`src/rtl/sector_read_sequencer.sv`:
```
// Sector read framing: splits each sector into preamble and data phases, counts bit cells into
// words, and issues a per-word strobe with the flat RAM word address for the sector buffer.
module sector_read_sequencer #(
  parameter int PREAMBLE_USEC    = 250,
  parameter int WORDS_PER_SECTOR = 321,
  parameter int BITS_PER_WORD    = 16
) (
  input  logic        clock,
  input  logic        reset,
  input  logic        clkenbl_1usec,
  input  logic        clkenbl_read_bit,
  input  logic        clkenbl_sector,
  input  logic        clkenbl_index,
  input  logic [1:0]  Sector_Address,
  input  logic [7:0]  Cylinder_Address,
  input  logic        Head_Select,
  input  logic        drive_ready,
  output logic        sector_busy,
  output logic        data_window,
  output logic        word_strobe,
  output logic [8:0]  word_index,
  output logic [19:0] ram_address,
  output logic        sector_done,
  output logic        sector_overrun,
  output logic        first_after_index
);

  localparam int USEC_W = $clog2(PREAMBLE_USEC + 1);
  localparam int BIT_W  = $clog2(BITS_PER_WORD);
  localparam logic [USEC_W-1:0] USEC_LAST = USEC_W'(PREAMBLE_USEC - 1);
  localparam logic [BIT_W-1:0]  BIT_LAST  = BIT_W'(BITS_PER_WORD - 1);
  localparam logic [8:0]        WORD_LAST = 9'(WORDS_PER_SECTOR - 1);

  typedef enum logic [1:0] {
    ST_IDLE     = 2'd0,
    ST_PREAMBLE = 2'd1,
    ST_DATA     = 2'd2,
    ST_DONE     = 2'd3
  } state_t;

  state_t            state_r, state_next_s;
  logic [USEC_W-1:0] usec_cnt_r;
  logic [BIT_W-1:0]  bit_cnt_r;
  logic [8:0]        word_index_r;
  logic [1:0]        sector_latched_r;
  logic              sample_r;
  logic              index_pending_r;
  logic              first_after_index_r;
  logic              word_strobe_r, sector_done_r, sector_overrun_r;
  logic              start_s, overrun_s, strobe_s, last_word_s;

  // Next-state decode; drive loss dominates, then a sector pulse restarts framing from any state.
  always_comb begin
    state_next_s = state_r;
    start_s      = 1'b0;
    overrun_s    = 1'b0;
    strobe_s     = 1'b0;
    last_word_s  = 1'b0;
    if (!drive_ready) begin
      state_next_s = ST_IDLE;
    end else if (clkenbl_sector) begin
      start_s      = 1'b1;
      overrun_s    = (state_r != ST_IDLE);
      state_next_s = ST_PREAMBLE;
    end else begin
      case (state_r)
        ST_IDLE: begin
          state_next_s = ST_IDLE;
        end
        ST_PREAMBLE: begin
          if (clkenbl_1usec && (usec_cnt_r == USEC_LAST)) begin
            state_next_s = ST_DATA;
          end else begin
            state_next_s = ST_PREAMBLE;
          end
        end
        ST_DATA: begin
          if (clkenbl_read_bit && (bit_cnt_r == BIT_LAST)) begin
            strobe_s = 1'b1;
            if (word_index_r == WORD_LAST) begin
              last_word_s  = 1'b1;
              state_next_s = ST_DONE;
            end else begin
              state_next_s = ST_DATA;
            end
          end else begin
            state_next_s = ST_DATA;
          end
        end
        ST_DONE: begin
          state_next_s = ST_IDLE;
        end
        default: begin
          state_next_s = ST_IDLE;
        end
      endcase
    end
  end

  // State register and one-cycle pulse outputs.
  always_ff @(posedge clock or negedge reset) begin
    if (!reset) begin
      state_r          <= ST_IDLE;
      word_strobe_r    <= 1'b0;
      sector_done_r    <= 1'b0;
      sector_overrun_r <= 1'b0;
      sample_r         <= 1'b0;
      sector_latched_r <= 2'd0;
    end else begin
      state_r          <= state_next_s;
      word_strobe_r    <= strobe_s;
      sector_done_r    <= last_word_s;
      sector_overrun_r <= overrun_s;
      sample_r         <= start_s;
      // Sampled one cycle late so sector_and_index has already advanced its address.
      if (sample_r) begin
        sector_latched_r <= Sector_Address;
      end else begin
        sector_latched_r <= sector_latched_r;
      end
    end
  end

  // Counters plus index bookkeeping.
  always_ff @(posedge clock or negedge reset) begin
    if (!reset) begin
      usec_cnt_r          <= '0;
      bit_cnt_r           <= '0;
      word_index_r        <= 9'd0;
      index_pending_r     <= 1'b0;
      first_after_index_r <= 1'b0;
    end else if (!drive_ready) begin
      usec_cnt_r          <= '0;
      bit_cnt_r           <= '0;
      word_index_r        <= 9'd0;
      index_pending_r     <= 1'b0;
      first_after_index_r <= 1'b0;
    end else if (start_s) begin
      usec_cnt_r          <= '0;
      bit_cnt_r           <= '0;
      word_index_r        <= 9'd0;
      index_pending_r     <= 1'b0;
      first_after_index_r <= index_pending_r | clkenbl_index;
    end else begin
      if (clkenbl_index) begin
        index_pending_r <= 1'b1;
      end else begin
        index_pending_r <= index_pending_r;
      end
      if ((state_r == ST_PREAMBLE) && clkenbl_1usec) begin
        usec_cnt_r <= usec_cnt_r + USEC_W'(1);
      end else begin
        usec_cnt_r <= usec_cnt_r;
      end
      if ((state_r == ST_DATA) && clkenbl_read_bit) begin
        bit_cnt_r <= (bit_cnt_r == BIT_LAST) ? BIT_W'(0) : bit_cnt_r + BIT_W'(1);
      end else begin
        bit_cnt_r <= bit_cnt_r;
      end
      // The completed word stays visible through its strobe cycle, then advances.
      if ((state_r == ST_DATA) && word_strobe_r) begin
        word_index_r <= word_index_r + 9'd1;
      end else begin
        word_index_r <= word_index_r;
      end
      if (state_r == ST_DONE) begin
        first_after_index_r <= 1'b0;
      end else begin
        first_after_index_r <= first_after_index_r;
      end
    end
  end

  assign sector_busy       = (state_r == ST_PREAMBLE) || (state_r == ST_DATA);
  assign data_window       = (state_r == ST_DATA);
  assign word_strobe       = word_strobe_r;
  assign word_index        = word_index_r;
  assign sector_done       = sector_done_r;
  assign sector_overrun    = sector_overrun_r;
  assign first_after_index = first_after_index_r;
  assign ram_address       = {Cylinder_Address, Head_Select, sector_latched_r, word_index_r};

endmodule

```
`config.mk`:
```
export PLATFORM = sky130hd
export DESIGN_NAME = sector_read_sequencer
export DESIGN_NICKNAME = d
export VERILOG_FILES = /design/src/rtl/sector_read_sequencer.sv
export SDC_FILE = /design/constraint.sdc
export NUM_CORES = 1
export LEC_CHECK = 0
export ABC_AREA = 1
export ABC_CLOCK_PERIOD_IN_PS = 3450
export CORE_UTILIZATION = 50
export DETAILED_ROUTE_END_ITERATION = 6
export GPL_TIMING_DRIVEN = 0
export PLACE_DENSITY = 0.95
export SYNTH_ARGS = -nofsm -noshare
export SYNTH_HDL_FRONTEND = slang
export SYNTH_SLANG_ARGS = --single-unit
```
`constraint.sdc`:
```
create_clock -name clock -period 3.45 [get_ports clock]
set_input_delay 1.035 -clock clock [delete_from_list [all_inputs] [get_ports clock]]
set_output_delay 1.035 -clock clock [all_outputs]
set_load 0.1 [all_outputs]
```
; ---- After elaboration in Yosys (flattened, before gate mapping)
; Cells that the tools add are included.
[classes]
add_sub_neg = 3
eq_ne = 11
mux = 35
n_bitwise = 1
n_reduce_logical = 9
[ops]
columns = op, count
row1 = 9-bit 2-to-1 mux, 3
row2 = 8-bit 2-to-1 mux, 3
row3 = 1-bit 2-to-1 mux, 20
row4 = 4-bit 2-to-1 mux, 4
row5 = 3-bit by 1-bit != test with 1-bit output (second input constant), 4
row6 = 9-bit by 1-bit adder with 9-bit output (second input constant), 1
row7 = 9-bit == test (second input constant), 1
row8 = 8-bit by 1-bit adder with 8-bit output (second input constant), 1
row9 = 8-bit == test (second input constant), 1
row10 = 2-bit 2-to-1 mux, 4
row11 = 2-bit one-hot mux with 3 select lines, 1
row12 = 1-bit logical AND, 5
row13 = 4-bit by 1-bit adder with 4-bit output (second input constant), 1
row14 = 2-bit == test (second input constant), 2
row15 = 4-bit == test (second input constant), 1
row16 = 3-bit by 2-bit != test with 1-bit output (second input constant), 1
row17 = 2-bit by 1-bit == test with 1-bit output (second input constant), 1
row18 = 2-bit zero test, 1
row19 = 2-bit nonzero test, 1
row20 = 2-bit OR reduction, 1
row21 = 1-bit logical OR, 1
row22 = 1-bit OR, 1
[totals]
regBits = 31
in_bits = 18
wordCells = 70

; ---- Logic depth before layout (Yosys ltp)
; Gate-level depths: netlist of run 1.
[logic_depth]
word_depth = 6
mapped_depth = 10

; ---- Worst setup path after synthesis of run 1
; No wires, ideal clock.
[synth_timing]
kind = reg2out
startpoint = register word_index_r[4], in the netlist word_index[4]
endpoint = output port word_index[4]
arrival_time_ns = 1.431
setup_slack_ns = 0.984
stages_incl_launch_ff = 2
path_cell_list = dfrtp_1 -> buf_4
[synth_lines]
columns = item, line_no
row1 = start: declaration, 44  ; logic [8:0] word_index_r;
row2 = start signal: assignment, 162  ; word_index_r <= word_index_r + 9'd1;
row3 = start signal: assignment, 164  ; word_index_r <= word_index_r;
row4 = end: declaration, 21  ; output logic [8:0] word_index,
; No word-level cell between the ends.

; ---- Final worst setup path of run 1
[layout_timing]
startpoint = register state_r[0]
endpoint = output port data_window
[layout_via]
elab_chain_cells = 1
[layout_lines]
columns = item, line_no
row1 = start: declaration, 41  ; state_t state_r, state_next_s;
row2 = start signal: assignment, 110  ; state_r <= state_next_s;
row3 = 2-bit == test, 175  ; assign data_window = (state_r == ST_DATA);
row4 = end: declaration, 19  ; output logic data_window,
; Every way passes these cells.

==> impl_metrics.ini, run 1 <==
[sta]
period_needed_ns = 3.37
fin_skew_ns = 0.0120
fmax_mhz = 297
finalCritPeriodShare_pct = 97.7
max-slew-margin-rel_pct = 32.7
slew_viol_final = 0
hold_ws_ns = 0.490
setup_viol = 0
worst_pin_slew_ns = 1.01
rsz0062_at_grt = no
final-hold-violation-count = 0
fin_setup_tns_ns = 0
worst_slack_ns = 0.0799

[floorplan]
core_area_mm2 = 0.00334
dieHeight_um = 61.2
initial_core_util_pct = 52.5
fp.dieArea_mm2 = 0.00374
die_w_um = 61.2
ios = 53
num_rows = 21

[run_status]
status = finished, final reports clean

[place]
place_congestion = 0.833
post-dp-hpwl_um = 3050
dp_slack_ns = 0.175
port_buffers = 43

[clock_tree]
cts_buffers = 5
clk_latency_ns = 0.34
cts_setup_buffers = 0
path_clk_slew_ns = 0.11
cts_tree = done
cts_sinks = 31
hold_buffers = 0
cts_buffer_depth = 2
cts-root-buf = clkbuf_4
ctsResizeCount = 0
cts-htree-levels = 2

[setup_path]
arrival_ns = 2.34
crit_buf_inv = 2
worst_setup_path_start_kind = flop
path_delay_family = buffers and inverters
cp_cell_sequence = inv_1, ha_1, clkdlybuf4s50_1
cp_data_required_time_ns = 2.41
cpPeakStageDelay_ns = 1.17
crit_fanout = 4
rr_worst_depth = 8
r2r-start = state_r[0]$_DFF_PN0_
cpMaxStageDelayCell = clkdlybuf4s50_1
r2r_setup_slack_ns = 1.78
end_kind = output pin
path_class = reg2out
regToRegEndpoint = word_index[6]$_DFFE_PN0P_

[synth]
synth_flop_cell = dfrtp_1
synth_largest_area_cell = dfrtp_1
syn_area_mm2 = 0.00175
synth_seq_cells = 31
synth.most_common_cell = nand2_1
synth.distinct_cells = 26
synth_edf_count = 0
async_reset_ff_share_pct = 100
syn_inst = 211
ys_seq_area_share_pct = 44.3
ys_top_cells_by_count = nand2_1 (33), dfrtp_1 (31), inv_1 (30), nor2_1 (28), buf_4 (19)
ys_warn_count = 0
syn-num-nets = 239
synth_area_per_cell_um2 = 8.30
synth.top_cell.area_share_pct = 44.3
synth.area.top_cells = dfrtp_1 (44%), buf_4 (8.1%), ha_1 (7.1%)

[routing]
postRouteAntennaNets = 0
wl_per_cell_um = 12.8
vias_per_cell = 5.12
drtIter0Drc = 93
totalWireLength_um = 3950
post-route-drc-count = 0
vias = 1578
drt_first_pass_iters = 4

[global_routing]
grt_pass1_wl_um = 6520
antenna_found_initial = 0
grt_usage_pct = 24.7
grt_pass1_vias = 1545
grt_overflow = 0
grt_max_degree = 32

[cells_and_area]
area_growth_pct = 32.5
fillers = 234
drive_above_1_share_pct = 14.9
num-nets-final = 289
n_antenna_cell = 0

[power]
p_leak_uw = 0.00109
power_uw = 862
powerDensity_mw_per_mm2 = 372
peakVddDrop_mv = 0.227

[min_path]
hp-start = usec_cnt_r[3]$_DFFE_PN0P_
hold_depth = 1
hp-class = reg2reg
min_to = usec_cnt_r[3]$_DFFE_PN0P_

[flow_run]
drv_cap = 0
==> layer usage <==
layer	share of wire [%]	track usage, %
met1	39	26.2
met2	52	40.7
met3	5.5	8.19
met4	3.7	18.8
met5	0	0
==> worst max path at each step <==
stage	depth (start not counted)	slack [ns]	startpoint	end
floorplan	1	0.98	word_index[4]$_DFFE_PN0P_	word_index[4]
global placement	2	0.19	Cylinder_Address[6]	ram_address[18]
detailed placement	2	0.18	Cylinder_Address[4]	ram_address[16]
CTS	3	0.09	state_r[0]$_DFF_PN0_	data_window
global route	3	0.02	state_r[0]$_DFF_PN0_	data_window
finish	3	0.08	state_r[0]$_DFF_PN0_	data_window
==> worst register-to-register path: cells and delay by family (launching register included) <==
family | cells | cell delay [ns]
AOI/OAI and AO/OA | 1 | 0.17
adders and majority gates | 1 | 0.28
buffers and inverters | 1 | 0.10
DFF | 1 | 0.44
and+or+nand+nor | 5 | 0.61
==> through the flow <==
stage | cell area [µm²] | cells | utilization [%]
4_1_cts | 2330 | 308 | 69.7
3_5_place_dp | 2240 | 300 | 67.1
3_3_place_gp | 2240 | 300 | 67.1
5_1_grt | 2320 | 308 | 69.6
2_1_floorplan | 1750 | 211 | -
6_report | 2320 | 308 | 69.6
==> cell families (layout without fill, tap and decap cells) <==
family	count (synthesis)	in the layout	share of synthesized area, %
adders and majority gates	10	10	7.14
AOI/OAI and AO/OA	32	32	9.86
DFF	31	31	44.3
and+or+nand+nor	85	85	21.7
xor gates and xnor gates	1	1	0.500
buffers and inverters	50	101	15.2
muxes	2	2	1.29
==> placed cells by master, fill, tap and decap left out, drive strengths merged, types with 6 or more instances in the layout <==
master	netlist	final
a21oi	16	16
nand3	12	12
clkbuf	0	6
clkdlybuf4s50	0	42
dfrtp	31	31
buf	20	21
nor2	31	31
inv	30	30
nand2	35	35
o21ai	12	12
ha	10	10
==> flip-flops by register name, indices dropped and copies added, names as in the netlist <==
signal / cells
word_strobe: 1
first_after_index: 1
sample_r: 1
index_pending_r: 1
state_r: 2
sector_done: 1
sector_latched_r: 2
usec_cnt_r: 8
word_index: 9
bit_cnt_r: 4
sector_overrun: 1
==> layout make-up <==
class | count | area [µm²] | area share (%)
plain buffers | 20 | 154 | 6.63
clock buffers | 6 | 51.3 | 2.21
clock inverters | 2 | 35.0 | 1.51
inverters | 30 | 113 | 4.85
multi-input cells | 130 | 709 | 30.6
flip-flops and latches | 31 | 776 | 33.4
well taps | 46 | 57.6 | 2.48
repair buffers | 43 | 425 | 18.3
==> where the power goes <==
part	switching, µW	internal, µW
clock network	133	171
registers	7.01	374
logic	129	48.1
total	269	593
No activity file was read; power rests on OpenSTA's default activity.
==> run 2: changes to the inputs <==
GPL_TIMING_DRIVEN = default   (was 0)
==> run 2 against run 1 <==
Effect of this change: clock power shrank 2%; via count decreased by 8.2%; sequential power barely moved; setup slack better by 0.85 ns; critical path depth is the same; die area unchanged; first-iteration DRC count up 61%; critical endpoint unchanged; largest power group unchanged.
==> impl_metrics.ini, run 2 (synthesis results as in run 1) <==
[floorplan]
initial_core_util_pct = 52.5
die_w_um = 61.2
ios = 53
core_area_mm2 = 0.00334
dieHeight_um = 61.2
num_rows = 21
fp.dieArea_mm2 = 0.00374

[sta]
rsz0062_at_grt = no
max-slew-margin-rel_pct = 67.2
worst_pin_slew_ns = 0.492
worst_slack_ns = 0.925
finalCritPeriodShare_pct = 73.2
final-hold-violation-count = 0
setup_viol = 0
fin_skew_ns = 0.0139
fmax_mhz = 396
fin_setup_tns_ns = 0
slew_viol_final = 0
period_needed_ns = 2.52

[routing]
totalWireLength_um = 3490
post-route-drc-count = 0
vias = 1449
vias_per_cell = 5.16
wl_per_cell_um = 12.4
drt_first_pass_iters = 5
drtIter0Drc = 150
postRouteAntennaNets = 0

[setup_path]
crit_fanout = 4
arrival_ns = 1.49
cp_data_required_time_ns = 2.41
worst_setup_path_start_kind = flop
path_class = reg2out
end_kind = output pin

[clock_tree]
ctsResizeCount = 0
clk_latency_ns = 0.34
cts_buffer_depth = 2
path_clk_slew_ns = 0.10
cts-root-buf = clkbuf_4
cts-htree-levels = 2
cts_buffers = 5
cts_tree = done
cts_setup_buffers = 0
hold_buffers = 0
cts_sinks = 31

[power]
power_uw = 793
powerDensity_mw_per_mm2 = 390
peakVddDrop_mv = 0.179
p_leak_uw = 0.00101

[cells_and_area]
n_antenna_cell = 0
fin_area_mm2 = 0.00203
drive_above_1_share_pct = 19.6
final_cells = 281
layout_commonest_cell = nand2_1
largest_register_ff_count = 9
final_cell_mix = nand2_1 (33), dfrtp_1 (31), inv_1 (30)
area_growth_pct = 16.0
num-nets-final = 262

[flow_run]
drv_cap = 0

[global_routing]
grt_usage_pct = 20.9
grt_max_degree = 32
grt_overflow = 0
antenna_found_initial = 0
grt_pass1_vias = 1319
grt_pass1_wl_um = 5660

[run_status]
status = finished, final reports clean

[place]
dp_slack_ns = 0.758
port_buffers = 34
place_congestion = 0.889
post-dp-hpwl_um = 2510
dp.cells = 273
dpl_cell_area_mm2 = 0.00195

[min_path]
hp-class = reg2reg
-- run 2: cell count changes in the layout (fill, tap and decap cells not counted) --
cell	change
clkdlybuf4s50_1	-34
buf_4	+9
buf_2	-1
buf_6	-1
-- run 2: stage by stage --
| step | hold WS [ns] | util (%) |
|---|---|---|
| after detailed placement | 0.488 | 58.3 |
| after global routing | 0.539 | 60.9 |
| after CTS | 0.508 | 60.9 |
| after global placement | 0.475 | 58.3 |
| final | 0.502 | 60.9 |
| after floorplan | 0.456 | - |
-- run 2: final cells by class --
class	instances	area, µm²
Inverter	30	113
Sequential cell	31	776
Fill cell	272	1310
Timing Repair Buffer	36	290
Clock inverter	2	35.0
Multi-Input combinational cell	130	709
Tap cell	46	57.6
Clock buffer	6	51.3
-- run 2: routing by layer --
layer	share of wire, %	track usage [%]	wire (µm)
met5	0	0	0
met1	41	25.0	1430
met2	49	34.9	1730
met3	6.8	6.09	237
met4	2.9	8.77	100
-- run 2: critical path, cell delays in order, from the launching register on --
cell,delay [ns]
dfrtp_1,0.43
inv_1,0.10
ha_1,0.28
buf_4,0.34
-- run 2: path summary, 6_finish.rpt --
check / start / slack, ns / cells past startpoint / endpoint
setup / recovery: state_r[0]$_DFF_PN0_ / 0.93 / 3 / data_window
hold / removal: usec_cnt_r[3]$_DFFE_PN0P_ / 0.50 / 1 / usec_cnt_r[3]$_DFFE_PN0P_
setup reg to reg: state_r[0]$_DFF_PN0_ / 1.81 / 9 / word_index[7]$_DFFE_PN0P_
hold reg to reg: usec_cnt_r[3]$_DFFE_PN0P_ / 0.50 / 1 / usec_cnt_r[3]$_DFFE_PN0P_
max in group asynchronous: reset / 2.09 / 2 / usec_cnt_r[2]$_DFFE_PN0P_
min in group asynchronous: reset / 1.08 / 2 / bit_cnt_r[1]$_DFFE_PN0P_
-- run 2: power by group --
group	total, µW	internal, µW	switching [µW]	leakage [µW]
clock network	299	171	128	0.0000482
logic	114	31.2	83.1	0.000538
registers	380	374	6.08	0.000424
